File: src/rtl/wb_demux_pkg.sv
// Shared types and defaults for the write-back 1-to-2 demultiplexer.
package wb_demux_pkg;

    localparam int unsigned DEF_DATA_W = 32;
    localparam int unsigned DEF_ADDR_W = 5;
    localparam int unsigned CNT_W      = 16;

    typedef enum logic {
        SLOT_EMPTY = 1'b0,
        SLOT_FULL  = 1'b1
    } slot_state_e;

    localparam logic BR_REGFILE = 1'b0;
    localparam logic BR_PERIPH  = 1'b1;

endpackage

File: src/rtl/wb_demux_slot.sv
// One-entry holding slot with valid/ready handshake for one demux branch.
// Optional saturating handoff counter under WB_DEMUX_STATS_EN.
module wb_demux_slot
    import wb_demux_pkg::*;
#(
    parameter int unsigned DATA_W = DEF_DATA_W,
    parameter int unsigned ADDR_W = DEF_ADDR_W
) (
    input  logic              clk,
    input  logic              rst_n,
    input  logic              load,
    input  logic [ADDR_W-1:0] load_addr,
    input  logic [DATA_W-1:0] load_data,
    output logic              can_load,
    output logic              valid,
    input  logic              ready,
    output logic [ADDR_W-1:0] addr,
`ifdef WB_DEMUX_STATS_EN
    output logic [CNT_W-1:0]  count,
`endif
    output logic [DATA_W-1:0] data
);

    slot_state_e       state_q, state_d;
    logic [ADDR_W-1:0] addr_q;
    logic [DATA_W-1:0] data_q;
    logic              drain;

    assign drain    = (state_q == SLOT_FULL) && ready;
    // A full slot can be reloaded in the same cycle it drains.
    assign can_load = (state_q == SLOT_EMPTY) || ready;

    always_comb begin
        state_d = state_q;
        unique case (state_q)
            SLOT_EMPTY: if (load) state_d = SLOT_FULL;
            SLOT_FULL:  if (drain && !load) state_d = SLOT_EMPTY;
        endcase
    end

    always_ff @(posedge clk or negedge rst_n) begin
        if (!rst_n) begin
            state_q <= SLOT_EMPTY;
            addr_q  <= '0;
            data_q  <= '0;
        end else begin
            state_q <= state_d;
            if (load) begin
                addr_q <= load_addr;
                data_q <= load_data;
            end
        end
    end

    assign valid = (state_q == SLOT_FULL);
    assign addr  = addr_q;
    assign data  = data_q;

`ifdef WB_DEMUX_STATS_EN
    logic [CNT_W-1:0] count_q;

    always_ff @(posedge clk or negedge rst_n) begin
        if (!rst_n) begin
            count_q <= '0;
        end else if (drain && (count_q != {CNT_W{1'b1}})) begin
            count_q <= count_q + 1'b1;
        end
    end

    assign count = count_q;
`endif

endmodule

File: src/rtl/wb_demux_1_2.sv
// Registered 1-to-2 write-back demux: branch 0 = register file, branch 1 = peripheral.
// Define WB_DEMUX_STATS_EN to add per-branch handoff counters count0/count1.
module wb_demux_1_2
    import wb_demux_pkg::*;
#(
    parameter int unsigned DATA_W = DEF_DATA_W,
    parameter int unsigned ADDR_W = DEF_ADDR_W
) (
    input  logic              clk,
    input  logic              rst_n,
    input  logic              in_valid,
    output logic              in_ready,
    input  logic              in_select,
    input  logic [ADDR_W-1:0] in_addr,
    input  logic [DATA_W-1:0] in_data,
    output logic              out0_valid,
    input  logic              out0_ready,
    output logic [ADDR_W-1:0] out0_addr,
    output logic [DATA_W-1:0] out0_data,
`ifdef WB_DEMUX_STATS_EN
    output logic [15:0]       count0,
    output logic [15:0]       count1,
`endif
    output logic              out1_valid,
    input  logic              out1_ready,
    output logic [ADDR_W-1:0] out1_addr,
    output logic [DATA_W-1:0] out1_data
);

    logic can_load0, can_load1;
    logic drop, in_fire, load0, load1;

    // Writes to register 0 are accepted and discarded without touching slot 0.
    assign drop = (in_select == BR_REGFILE) && (in_addr == '0);

    always_comb begin
        in_ready = 1'b0;
        if (drop) begin
            in_ready = 1'b1;
        end else if (in_select == BR_PERIPH) begin
            in_ready = can_load1;
        end else begin
            in_ready = can_load0;
        end
    end

    assign in_fire = in_valid && in_ready;
    assign load0   = in_fire && (in_select == BR_REGFILE) && !drop;
    assign load1   = in_fire && (in_select == BR_PERIPH);

    wb_demux_slot #(
        .DATA_W (DATA_W),
        .ADDR_W (ADDR_W)
    ) u_slot0 (
        .clk       (clk),
        .rst_n     (rst_n),
        .load      (load0),
        .load_addr (in_addr),
        .load_data (in_data),
        .can_load  (can_load0),
        .valid     (out0_valid),
        .ready     (out0_ready),
        .addr      (out0_addr),
`ifdef WB_DEMUX_STATS_EN
        .count     (count0),
`endif
        .data      (out0_data)
    );

    wb_demux_slot #(
        .DATA_W (DATA_W),
        .ADDR_W (ADDR_W)
    ) u_slot1 (
        .clk       (clk),
        .rst_n     (rst_n),
        .load      (load1),
        .load_addr (in_addr),
        .load_data (in_data),
        .can_load  (can_load1),
        .valid     (out1_valid),
        .ready     (out1_ready),
        .addr      (out1_addr),
`ifdef WB_DEMUX_STATS_EN
        .count     (count1),
`endif
        .data      (out1_data)
    );

endmodule

File: config.mk
export PLATFORM = sky130hd
export DESIGN_NAME = wb_demux_1_2
export DESIGN_NICKNAME = d
export VERILOG_FILES = /design/src/rtl/wb_demux_pkg.sv /design/src/rtl/wb_demux_slot.sv /design/src/rtl/wb_demux_1_2.sv
export SDC_FILE = /design/constraint.sdc
export NUM_CORES = 1
export LEC_CHECK = 0
export BUFFER_PORTS_ARGS = -buffer_cell sky130_fd_sc_hd__buf_2
export CELL_PAD_IN_SITES_DETAIL_PLACEMENT = 1
export CELL_PAD_IN_SITES_GLOBAL_PLACEMENT = 2
export CORE_UTILIZATION = 29
export DETAILED_ROUTE_END_ITERATION = 10
export GPL_ROUTABILITY_DRIVEN = 0
export PLACE_DENSITY = 0.75
export RECOVER_POWER = 100
export SLEW_MARGIN = 5
export SYNTH_ARGS = -nofsm -noshare
export SYNTH_HDL_FRONTEND = slang
export SYNTH_SLANG_ARGS = --single-unit
File: constraint.sdc
create_clock -name clk -period 1.63 [get_ports clk]
set_input_delay 0.489 -clock clk [delete_from_list [all_inputs] [get_ports clk]]
set_output_delay 0.489 -clock clk [all_outputs]
set_load 0.005 [all_outputs]
==> results.md, run 1 <==
- Hold-fix buffers at CTS: 0
- Die width: between 100 and 150 um
- Kind of critical path: primary input to output pin
- Routed WL: 6.91 mm
- Final setup fails: 36
- Antenna Violating Nets Remaining: 0
- Final Hold Fails: 0
- Worst slew pin tran: between 1 and 1.5 ns
- Routed via count: 1952
- Area Overhead vs Synth: 35.6%
- Dpl hpwl: slightly below 5 mm
- Tmin final: 1.83 ns
- Final Instance Area: around 0.0041 mm2
- Fmax: approximately 0.55 GHz
- Hold path cells: 2
- Slew Viols, Final: 0
- Synth Area per Inst: roughly 17 um2
- Drt drc: 0
- Clk Latency, worst-skew pair: between 0.3 and 0.4 ns
- Worst R2R Path Depth: 3
- FF+latch count, synth: 76
- Power per Cell Area: between 1000 and 1500 mW/mm2
- Max-Cap Viols: 0
- Post-layout util: a little over 40%
- Max rail drop VDD: 615 uV
- CTS Buf Count: 9
- Final #Nets: ~360
- Crit Path Max Fanout: 2
- Hold/Removal Path Class: primary input to flip-flop
- Die Ht: between 100 and 150 um
- Vias in the first global route: 2156
- Fin worst setup slack: -0.204 ns
- First-pass GRT wire length: 11.3 mm
- Total gr overflow: 0
- Die area: roughly 0.011 mm2
- Synth cell types: 20
- RSZ-0062 raised after global routing: true
- Worst r2r src: u_slot1.valid$_DFF_PN0_
- R2R Path End: u_slot1.data[16]$_DFFE_PN0P_
- Row count: 36
- # port buffers: approximately 120
- Worst slack, placed: -0.480 ns
- Drt pass-1 iters: 4
- Clk root buf: clkbuf_8
- Yosys warning total: 0
- Syn nets: ~220
- Most common cell after layout, fill and taps aside: buf_2
- Outcome: complete, but fails checks
- Ports: 120
- Critical Path AT: 1.34 ns
- N_diodes: 0
- Pwr Total: between 4 and 5 mW
- Worst EP required: around 1.1 ns
- Initial antenna violation count: 0
- Post-DP Area: around 0.0039 mm2
- Worst R2R Setup Slack: 0.17 ns
- Leak: 1.99 nW
- Core region area: between 0.009 and 0.01 mm2
- CP Capture Type: output pin
- Max clock buf depth: 2
- H-tree Lvls: 3
- Post-Syn Area: around 0.003 mm2
- Via-to-Cell Ratio: between 4 and 5
- Reg clk slew, reported paths: around 0.08 ns
- Synth Instances: ~170
- CTS Sinks: 76
- DR WL/cell: about 15 um
- Startpoint class of the critical path: primary input
- Post-route setup TNS: -4.91 ns
- Final Cycle Share: 112%
- Clock skew: roughly 0.0043 ns
- Global Route Usage Sum: 13.4%
- Commonest cells after routing, fill and taps aside: buf_2, dfrtp_1, mux2_2
- Slew HR: 8.94%
- Initial core utilization: a little over 30%
- Seq/Total Area, Yosys: ~63%
- Iter 0 DRT Violations: 35
- Largest net degree at the start of global routing: 44
- CTS tree: done
- Failing checks: negative setup slack
- Worst hold endpoint: u_slot1.valid$_DFF_PN0_
- Hold path startpoint: out1_ready
- Share of cells above drive strength 1: roughly 70%
-- worst max-delay path, cell delays in order --
cell	delay [ns]
buf_6	0.09
or4_4	0.52
o21ai_1	0.12
buf_2	0.12
-- Yosys cell counts --
cell type / number / area [um2]
a21oi_2: 1 / 8.76
a22o_1: 5 / 43.8
and2_1: 1 / 6.26
and2b_2: 1 / 8.76
buf_12: 1 / 20.0
buf_2: 3 / 15.0
buf_6: 1 / 11.3
buf_8: 1 / 15.0
dfrtp_1: 76 / 1900
inv_1: 2 / 7.51
mux2_2: 45 / 507
mux2_4: 24 / 360
nand2_1: 2 / 7.51
nand2b_1: 1 / 6.26
nand3b_1: 1 / 7.51
o211a_4: 1 / 17.5
o211ai_4: 1 / 21.3
o21ai_0: 3 / 15.0
or2_2: 1 / 6.26
or4_4: 1 / 11.3
-- layout make-up --
cell class                      count  area (um2)
Fill cell                        1088        5840
Sequential cell                    76        1900
Multi-Input combinational cell     89        1050
Timing Repair Buffer              136         763
Tap cell                          133         166
Clock buffer                       10         138
Clock inverter                      6        38.8
Inverter                            2        7.51
-- timing repair --
| action | CTS | global route |
|---|---|---|
| gates cloned | 0 | 1 |
| hold endpoints to repair | 0 | 0 |
| buffers inserted | 2 | 1 |
| pin swaps | 2 | 2 |
| endpoints found under the setup margin | 33 | 37 |
| gates resized for setup | 3 | 5 |
-- flip-flops by register name, summed over array words and instances (netlist names) --
signal and cells:
u_slot1.addr 5, u_slot0.addr 5, u_slot0.valid 1, u_slot1.data 32
u_slot1.valid 1, u_slot0.data 32
-- cell families (layout without fill, tap and decap cells) --
kind of cell / count (synthesis) / after routing / synth area share [%]
flip-flops: 76 / 76 / 63.4
AND/OR/NAND/NOR: 8 / 8 / 1.80
AO/OA/AOI/OAI: 11 / 12 / 3.55
multiplexers: 69 / 69 / 28.9
buffers and inverters: 8 / 154 / 2.30
-- worst max-delay path by stage --
stage | startpoint | to
4_1_cts | in_addr[2] | in_ready
5_1_grt | in_select | in_ready
3_3_place_gp | in_addr[4] | u_slot0.data[12]$_DFFE_PN0P_
6_report | in_select | in_ready
3_5_place_dp | in_addr[4] | u_slot0.data[13]$_DFFE_PN0P_
2_1_floorplan | in_addr[4] | u_slot0.data[17]$_DFFE_PN0P_
-- report_power, final --
group | internal, mW | switching (mW)
clock | 0.592 | 0.697
combinational | 0.650 | 0.405
sequential | 2.23 | 0.180
total | 3.47 | 1.28
-- metrics by stage --
stage	hold WS, ns	std cells
floorplan	0.193	172
global placement	0.413	432
detailed placement	0.419	432
CTS	0.0352	450
global route	0.364	452
finish	0.368	452
-- routing by layer --
metal	wire length, um	global-route usage (%)	share of wire [%]	vias to the layer above
met5	0	0	0	-
met4	44	4.29	0.64	0
met3	456	4.41	6.6	4
met2	3240	21.7	47	81
met1	3170	16.9	46	974
li1	-	-	-	893
(Power assumes the default switching activity.)
==> inputs of run 2 (changes only) <==
--- a/config.mk
+++ b/config.mk
@@ -8,10 +8,10 @@
 export BUFFER_PORTS_ARGS = -buffer_cell sky130_fd_sc_hd__buf_2
 export CELL_PAD_IN_SITES_DETAIL_PLACEMENT = 1
 export CELL_PAD_IN_SITES_GLOBAL_PLACEMENT = 2
-export CORE_UTILIZATION = 29
+export CORE_UTILIZATION = 34
 export DETAILED_ROUTE_END_ITERATION = 10
 export GPL_ROUTABILITY_DRIVEN = 0
-export PLACE_DENSITY = 0.75
+export PLACE_DENSITY = 0.83
 export RECOVER_POWER = 100
 export SLEW_MARGIN = 5
 export SYNTH_ARGS = -nofsm -noshare
==> constraint.sdc (replaced) <==
create_clock -name clk -period 2.2 [get_ports clk]
set_input_delay 0.66 -clock clk [delete_from_list [all_inputs] [get_ports clk]]
set_output_delay 0.66 -clock clk [all_outputs]
set_load 0.005 [all_outputs]
==> run 2 against run 1 <==
Effect of this change: the run now ends clean; highest routed layer unchanged; largest cell class unchanged; clock power decreased by 10%; cell count decreased by 7.1%; wire length decreased by 0.51%; critical path type unchanged; register-to-register slack improved by 0.22 ns.
==> results.md, run 2 (synthesis results as in run 1) <==
- Final Cycle Share: 98.9%
- Hold/Removal Path Class: primary input to asynchronous set/reset pin
- Via-to-Cell Ratio: 4.67 (+8.1%)
- RSZ-0062 raised after global routing: true
- Global Route Usage Sum: 16.1% (+2.8 points)
- Routed WL: 6.88 mm (-0.51%)
- Max rail drop VDD: 327 uV (-47%)
- Slew HR: 35.6% (+27 points)
- CP Capture Type: output pin
- Worst slew pin tran: 0.966 ns (-0.400 ns)
- Power per Cell Area: 937 mW/mm2 (-20%)
- Tmin final: roughly 2.2 ns
- Post-route setup TNS: 0 ns (+4.91 ns)
- Dpl hpwl: 4.95 mm (+1.2%)
- CTS tree: done
- First-pass GRT wire length: 11.0 mm (-2.4%)
- Max-Cap Viols: 0 (unchanged)
- Leak: 1.82 nW (-8.5%)
- Vias in the first global route: 2102 (-2.5%)
- Crit-path slowest cell: or4_4
- Share of cells above drive strength 1: 51.4% (-19 points)
- Outcome: complete, no violations
- Kind of critical path: primary input to output pin
- Commonest cells after routing, fill and taps aside: dfrtp_1, clkbuf_1, buf_2
- CTS Sinks: 76 (unchanged)
- Final setup fails: 0 (-100%)
- Die width: 95.9 um (-7.5%)
- N_diodes: 0 (unchanged)
- Clk root buf: clkbuf_8
- Routed via count: 1960 (+0.41%)
- Ports: 120 (unchanged)
- Row count: 33 (-8.3%)
- Crit Path Max Fanout: 2 (unchanged)
- # port buffers: 119 (unchanged)
- Final Hold Fails: 0 (unchanged)
- Reg clk slew, reported paths: 0.07 ns (about the same)
- Antenna Violating Nets Remaining: 0 (unchanged)
- Clk Latency, worst-skew pair: 0.34 ns (about the same)
- Die Ht: 95.9 um (-7.5%)
- Slew Viols, Final: 0 (unchanged)
- Final #Nets: 353 (-1.1%)
- Initial core utilization: 35.8% (+5.5 points)
- Drt pass-1 iters: 3 (-1)
- Most common cell after layout, fill and taps aside: dfrtp_1
- Area Overhead vs Synth: 30.3%
- Drt drc: 0 (unchanged)
- Crit-path cells: buf_6 > or4_4 > o21ai_2 > buf_2
- Worst EP required: 1.54 ns (+0.40 ns)
- Initial antenna violation count: 0 (unchanged)
- Max clock buf depth: 2 (unchanged)
- Die area: 0.00920 mm2 (-14%)
- CTS Buf Count: 9 (unchanged)
- Hold-fix buffers at CTS: 0 (unchanged)
- DR WL/cell: 16.4 um (+7.1%)
- Worst slack, placed: -0.0785 ns (+0.402 ns)
- Clock skew: 0.00666 ns (+0.00235 ns)
- Iter 0 DRT Violations: 17 (-51%)
- Startpoint class of the critical path: primary input
- Total gr overflow: 0 (unchanged)
- Core region area: 0.00838 mm2 (-15%)
- H-tree Lvls: 3 (unchanged)
- Critical Path AT: 1.52 ns (+0.18 ns)
- Largest net degree at the start of global routing: 40 (-9.1%)
- Post-DP Area: 0.00380 mm2 (-1.6%)
- Final Instance Area: 0.00391 mm2 (-3.9%)
- Pwr Total: 3.66 mW (-23%)
- Fmax: 0.460 GHz
- Fin worst setup slack: 0.0243 ns (+0.228 ns)
- Worst path max stage delay: 0.53 ns (about the same)
## run 2: cell types whose count changed in the layout (fill, tap and decap cells not counted), moves of 3 or more
| cell | change |
|---|---|
| buf_4 | -4 |
| clkbuf_2 | +3 |
| clkbuf_1 | +56 |
| buf_2 | -53 |
## run 2: worst paths after layout
path,start,endpoint,slack (ns),cells past startpoint
setup reg to reg,u_slot1.valid$_DFF_PN0_,u_slot1.data[20]$_DFFE_PN0P_,0.39,3
max in group asynchronous,rst_n,u_slot0.data[11]$_DFFE_PN0P_,0.46,2
setup / recovery,in_addr[3],in_ready,0.02,4
hold / removal,rst_n,u_slot0.data[15]$_DFFE_PN0P_,0.45,1
hold reg to reg,u_slot0.addr[4]$_DFFE_PN0P_,u_slot0.addr[4]$_DFFE_PN0P_,0.51,1
min in group clk,u_slot0.addr[4]$_DFFE_PN0P_,u_slot0.addr[4]$_DFFE_PN0P_,0.51,1
## run 2: power breakdown
part | internal (mW) | leakage (nW) | total (mW) | switching, mW
Combinational | 0.420 | 0.813 | 0.716 | 0.296
Sequential | 1.65 | 0.898 | 1.79 | 0.138
Clock | 0.665 | 0.113 | 1.16 | 0.491
## run 2: routing by layer
metal / up-vias / wire length (um) / global-route usage, %
met4: 0 / 62 / 4.48
met3: 5 / 577 / 6.71
met1: 973 / 3110 / 21.4
met5: - / 0 / 0
li1: 894 / - / -
met2: 88 / 3120 / 24.2
## run 2: through the flow
step                      util (%)  hold WS [ns]  std cells
final                         46.6         0.454        420
after global routing          46.6         0.520        420
after CTS                     48.1         0.301        419
after detailed placement      45.4         0.482        402
after global placement        45.4         0.480        402
after floorplan                  -         0.364        172
## run 2: worst max-delay path, delay by kind of cell
family / cells / cell delay [ns]
simple gates: 1 / 0.53
buf+inv: 2 / 0.21
compound gates: 1 / 0.11
## run 2: layout make-up
type | count | area (um2)
Clock buffer | 11 | 141
Clock inverter | 5 | 75.1
Fill cell | 906 | 4480
Inverter | 2 | 7.51
Multi-Input combinational cell | 88 | 1010
Sequential cell | 76 | 1900
Tap cell | 105 | 131
Timing Repair Buffer | 133 | 636
## run 2: what timing repair did
| item | CTS | global route |
|---|---|---|
| endpoints found under the setup margin | 1 | 1 |
| gates resized for setup | 2 | 2 |
| pin swaps | 2 | 2 |
| setup buffers | 1 | 1 |
==> inputs of run 3 (changes only) <==
--- a/config.mk
+++ b/config.mk
@@ -12,7 +12,7 @@
 export DETAILED_ROUTE_END_ITERATION = 10
 export GPL_ROUTABILITY_DRIVEN = 0
 export PLACE_DENSITY = 0.83
-export RECOVER_POWER = 100
+export RECOVER_POWER = 25
 export SLEW_MARGIN = 5
 export SYNTH_ARGS = -nofsm -noshare
 export SYNTH_HDL_FRONTEND = slang
==> run 3 against run 2 <==
Effect of this change: total power up 1.5%; register-to-register slack better by 0.36 ns; design area is 3.0% higher; wire length decreased by 0.33%; via count down 0.71%; clock power is essentially flat; first-iteration DRC count is 35% lower; fmax hardly changed; count of clock-buffer cells in the layout unchanged.
==> results.md, run 3 (synthesis results as in run 1) <==
- DR WL/cell: 16.3 um (-0.33%)
- Die width: 95.9 um (unchanged)
- Commonest cells after routing, fill and taps aside: buf_2, dfrtp_1, mux2_2
- Final Cycle Share: 98.9% (about the same)
- Antenna Violating Nets Remaining: 0 (unchanged)
- Outcome: complete, no violations
- Vias in the first global route: 2102 (unchanged)
- Post-route setup TNS: 0 ns (unchanged)
- Layout fillers: 885 (-2.3%)
- Leak: 2.00 nW (+9.6%)
- CTS Buf Count: 9 (unchanged)
- Most common cell after layout, fill and taps aside: buf_2
- RSZ-0062 raised after global routing: true
- Iter 0 DRT Violations: 11 (-6)
- Ports: 120 (unchanged)
- GRT met3 Usage: 6.71% (unchanged)
- GRT busiest layer: met2
- Area Overhead vs Synth: 34.2%
- Routed WL: 6.85 mm (-0.33%)
- Reg clk slew, reported paths: 0.07 ns (about the same)
- Clk root buf: clkbuf_8
- Tmin final: 2.18 ns (+0.0000643 ns)
- Initial core utilization: 35.8% (unchanged)
- Final #Nets: 353 (unchanged)
- Row count: 33 (unchanged)
- Final Hold Fails: 0 (unchanged)
- Max rail drop VDD: 327 uV (about the same)
- Via-to-Cell Ratio: 4.63 (-0.71%)
- Initial antenna violation count: 0 (unchanged)
- Worst slew pin tran: 0.964 ns (-0.00169 ns)
- Worst r2r src: u_slot0.valid$_DFF_PN0_
- CTS tree: done
- Non-Filler Instances: 420 (unchanged)
- Total gr overflow: 0 (unchanged)
- Crit-path slowest cell: or4_4
- Critical Path AT: 1.52 ns (about the same)
- Crit Path Max Fanout: 2 (unchanged)
- Slew Viols, Final: 0 (unchanged)
- Share of cells above drive strength 1: 70.5% (+19 points)
- Worst EP required: 1.54 ns (about the same)
- Inst Count DP: 402 (unchanged)
- Kind of critical path: primary input to output pin
- Global Route Usage Sum: 16.1% (unchanged)
- # port buffers: 119 (unchanged)
- CP Capture Type: output pin
- Startpoint class of the critical path: primary input
- Power per Cell Area: 924 mW/mm2 (-1.5%)
- H-tree Lvls: 3 (unchanged)
- Drt drc: 0 (unchanged)
- Largest net degree at the start of global routing: 40 (unchanged)
- Die area: 0.00920 mm2 (unchanged)
- First-pass GRT wire length: 11.0 mm (unchanged)
- Final setup fails: 0 (unchanged)
- CTS Sinks: 76 (unchanged)
- Die Ht: 95.9 um (unchanged)
- Max-Cap Viols: 0 (unchanged)
- Fmax: 0.460 GHz (about the same)
- GR Util met1: 21.4% (unchanged)
- Max clock buf depth: 2 (unchanged)
- GRT met2 Usage: 24.2% (unchanged)
- Hold/Removal Path Class: primary input to asynchronous set/reset pin
- Clk Latency, worst-skew pair: 0.34 ns (about the same)
- Slew HR: 35.7% (+0.11 points)
- N_diodes: 0 (unchanged)
- Core region area: 0.00838 mm2 (unchanged)
- Crit-path cells: buf_6 > or4_4 > o21ai_2 > buf_2
- Worst path max stage delay: 0.53 ns (about the same)
- Critical Path Source: in_addr[3]
- Clock skew: 0.00698 ns (+0.000323 ns)
- Dpl hpwl: 4.95 mm (unchanged)
- Routed via count: 1946 (-0.71%)
- Drt pass-1 iters: 4 (+1)
## run 3: cell types whose count changed in the layout (fill, tap and decap cells not counted), sizes merged
cell    delta
clkbuf    -60
buf       +60
## run 3: path summary, 6_finish.rpt
path / slack, ns / cells after the start / to
min in group clk: 0.50 / 1 / u_slot1.data[17]$_DFFE_PN0P_
max in group asynchronous: 0.47 / 2 / u_slot0.data[11]$_DFFE_PN0P_
worst min register to register: 0.50 / 1 / u_slot1.data[17]$_DFFE_PN0P_
worst max-delay path: 0.02 / 4 / in_ready
worst min-delay path: 0.45 / 1 / u_slot0.data[15]$_DFFE_PN0P_
worst max register to register: 0.75 / 4 / u_slot0.data[31]$_DFFE_PN0P_
## run 3: routing by layer
layer  share of wire, %  wire length, um
met1                 45             3110
met2                 45             3110
met3                8.4              576
met4               0.83               57
met5                  0                0
## run 3: stage by stage
| stage | setup slack [ns] | total power [mW] | hold WS, ns | instance area (um2) | util, % |
|---|---|---|---|---|---|
| finish | 0.0243 | 3.72 | 0.453 | 4020 | 48.0 |
| CTS | 0.00619 | 3.78 | 0.301 | 4030 | 48.1 |
| global placement | -0.0885 | 2.57 | 0.480 | 3800 | 45.4 |
| global route | -0.00362 | 3.94 | 0.520 | 4020 | 48.0 |
| floorplan | 0.0708 | 2.17 | 0.364 | 3000 | - |
| detailed placement | -0.0785 | 2.60 | 0.482 | 3800 | 45.4 |
## run 3: repair_timing
item	CTS	global route
pin swaps	2	2
hold buffers	0	0
setup endpoints to repair	1	1
setup buffers	1	1
resized for setup	2	2
## run 3: critical path: cells and delay by family
kind,cells,cell delay (ns)
compound gates,1,0.11
buf+inv,2,0.21
simple gates,1,0.53
## run 3: cell type report
class	instances	area, um2	share of cell area, %
timing repair buffer	133	728	18.1
tap	105	131	3.26
sequential	76	1900	47.3
clock buffer	11	141	3.51
multi-input combinational	88	1040	25.8
clock inverter	5	75.1	1.87
inverter	2	7.51	0.187
## run 3: report_power, final
group / switching [mW] / total [mW] / leakage [nW] / internal, mW
clock network: 0.492 / 1.16 / 0.113 / 0.665
registers: 0.132 / 1.78 / 0.898 / 1.65
logic: 0.299 / 0.774 / 0.989 / 0.475
total: 0.924 / 3.72 / 2.00 / 2.79
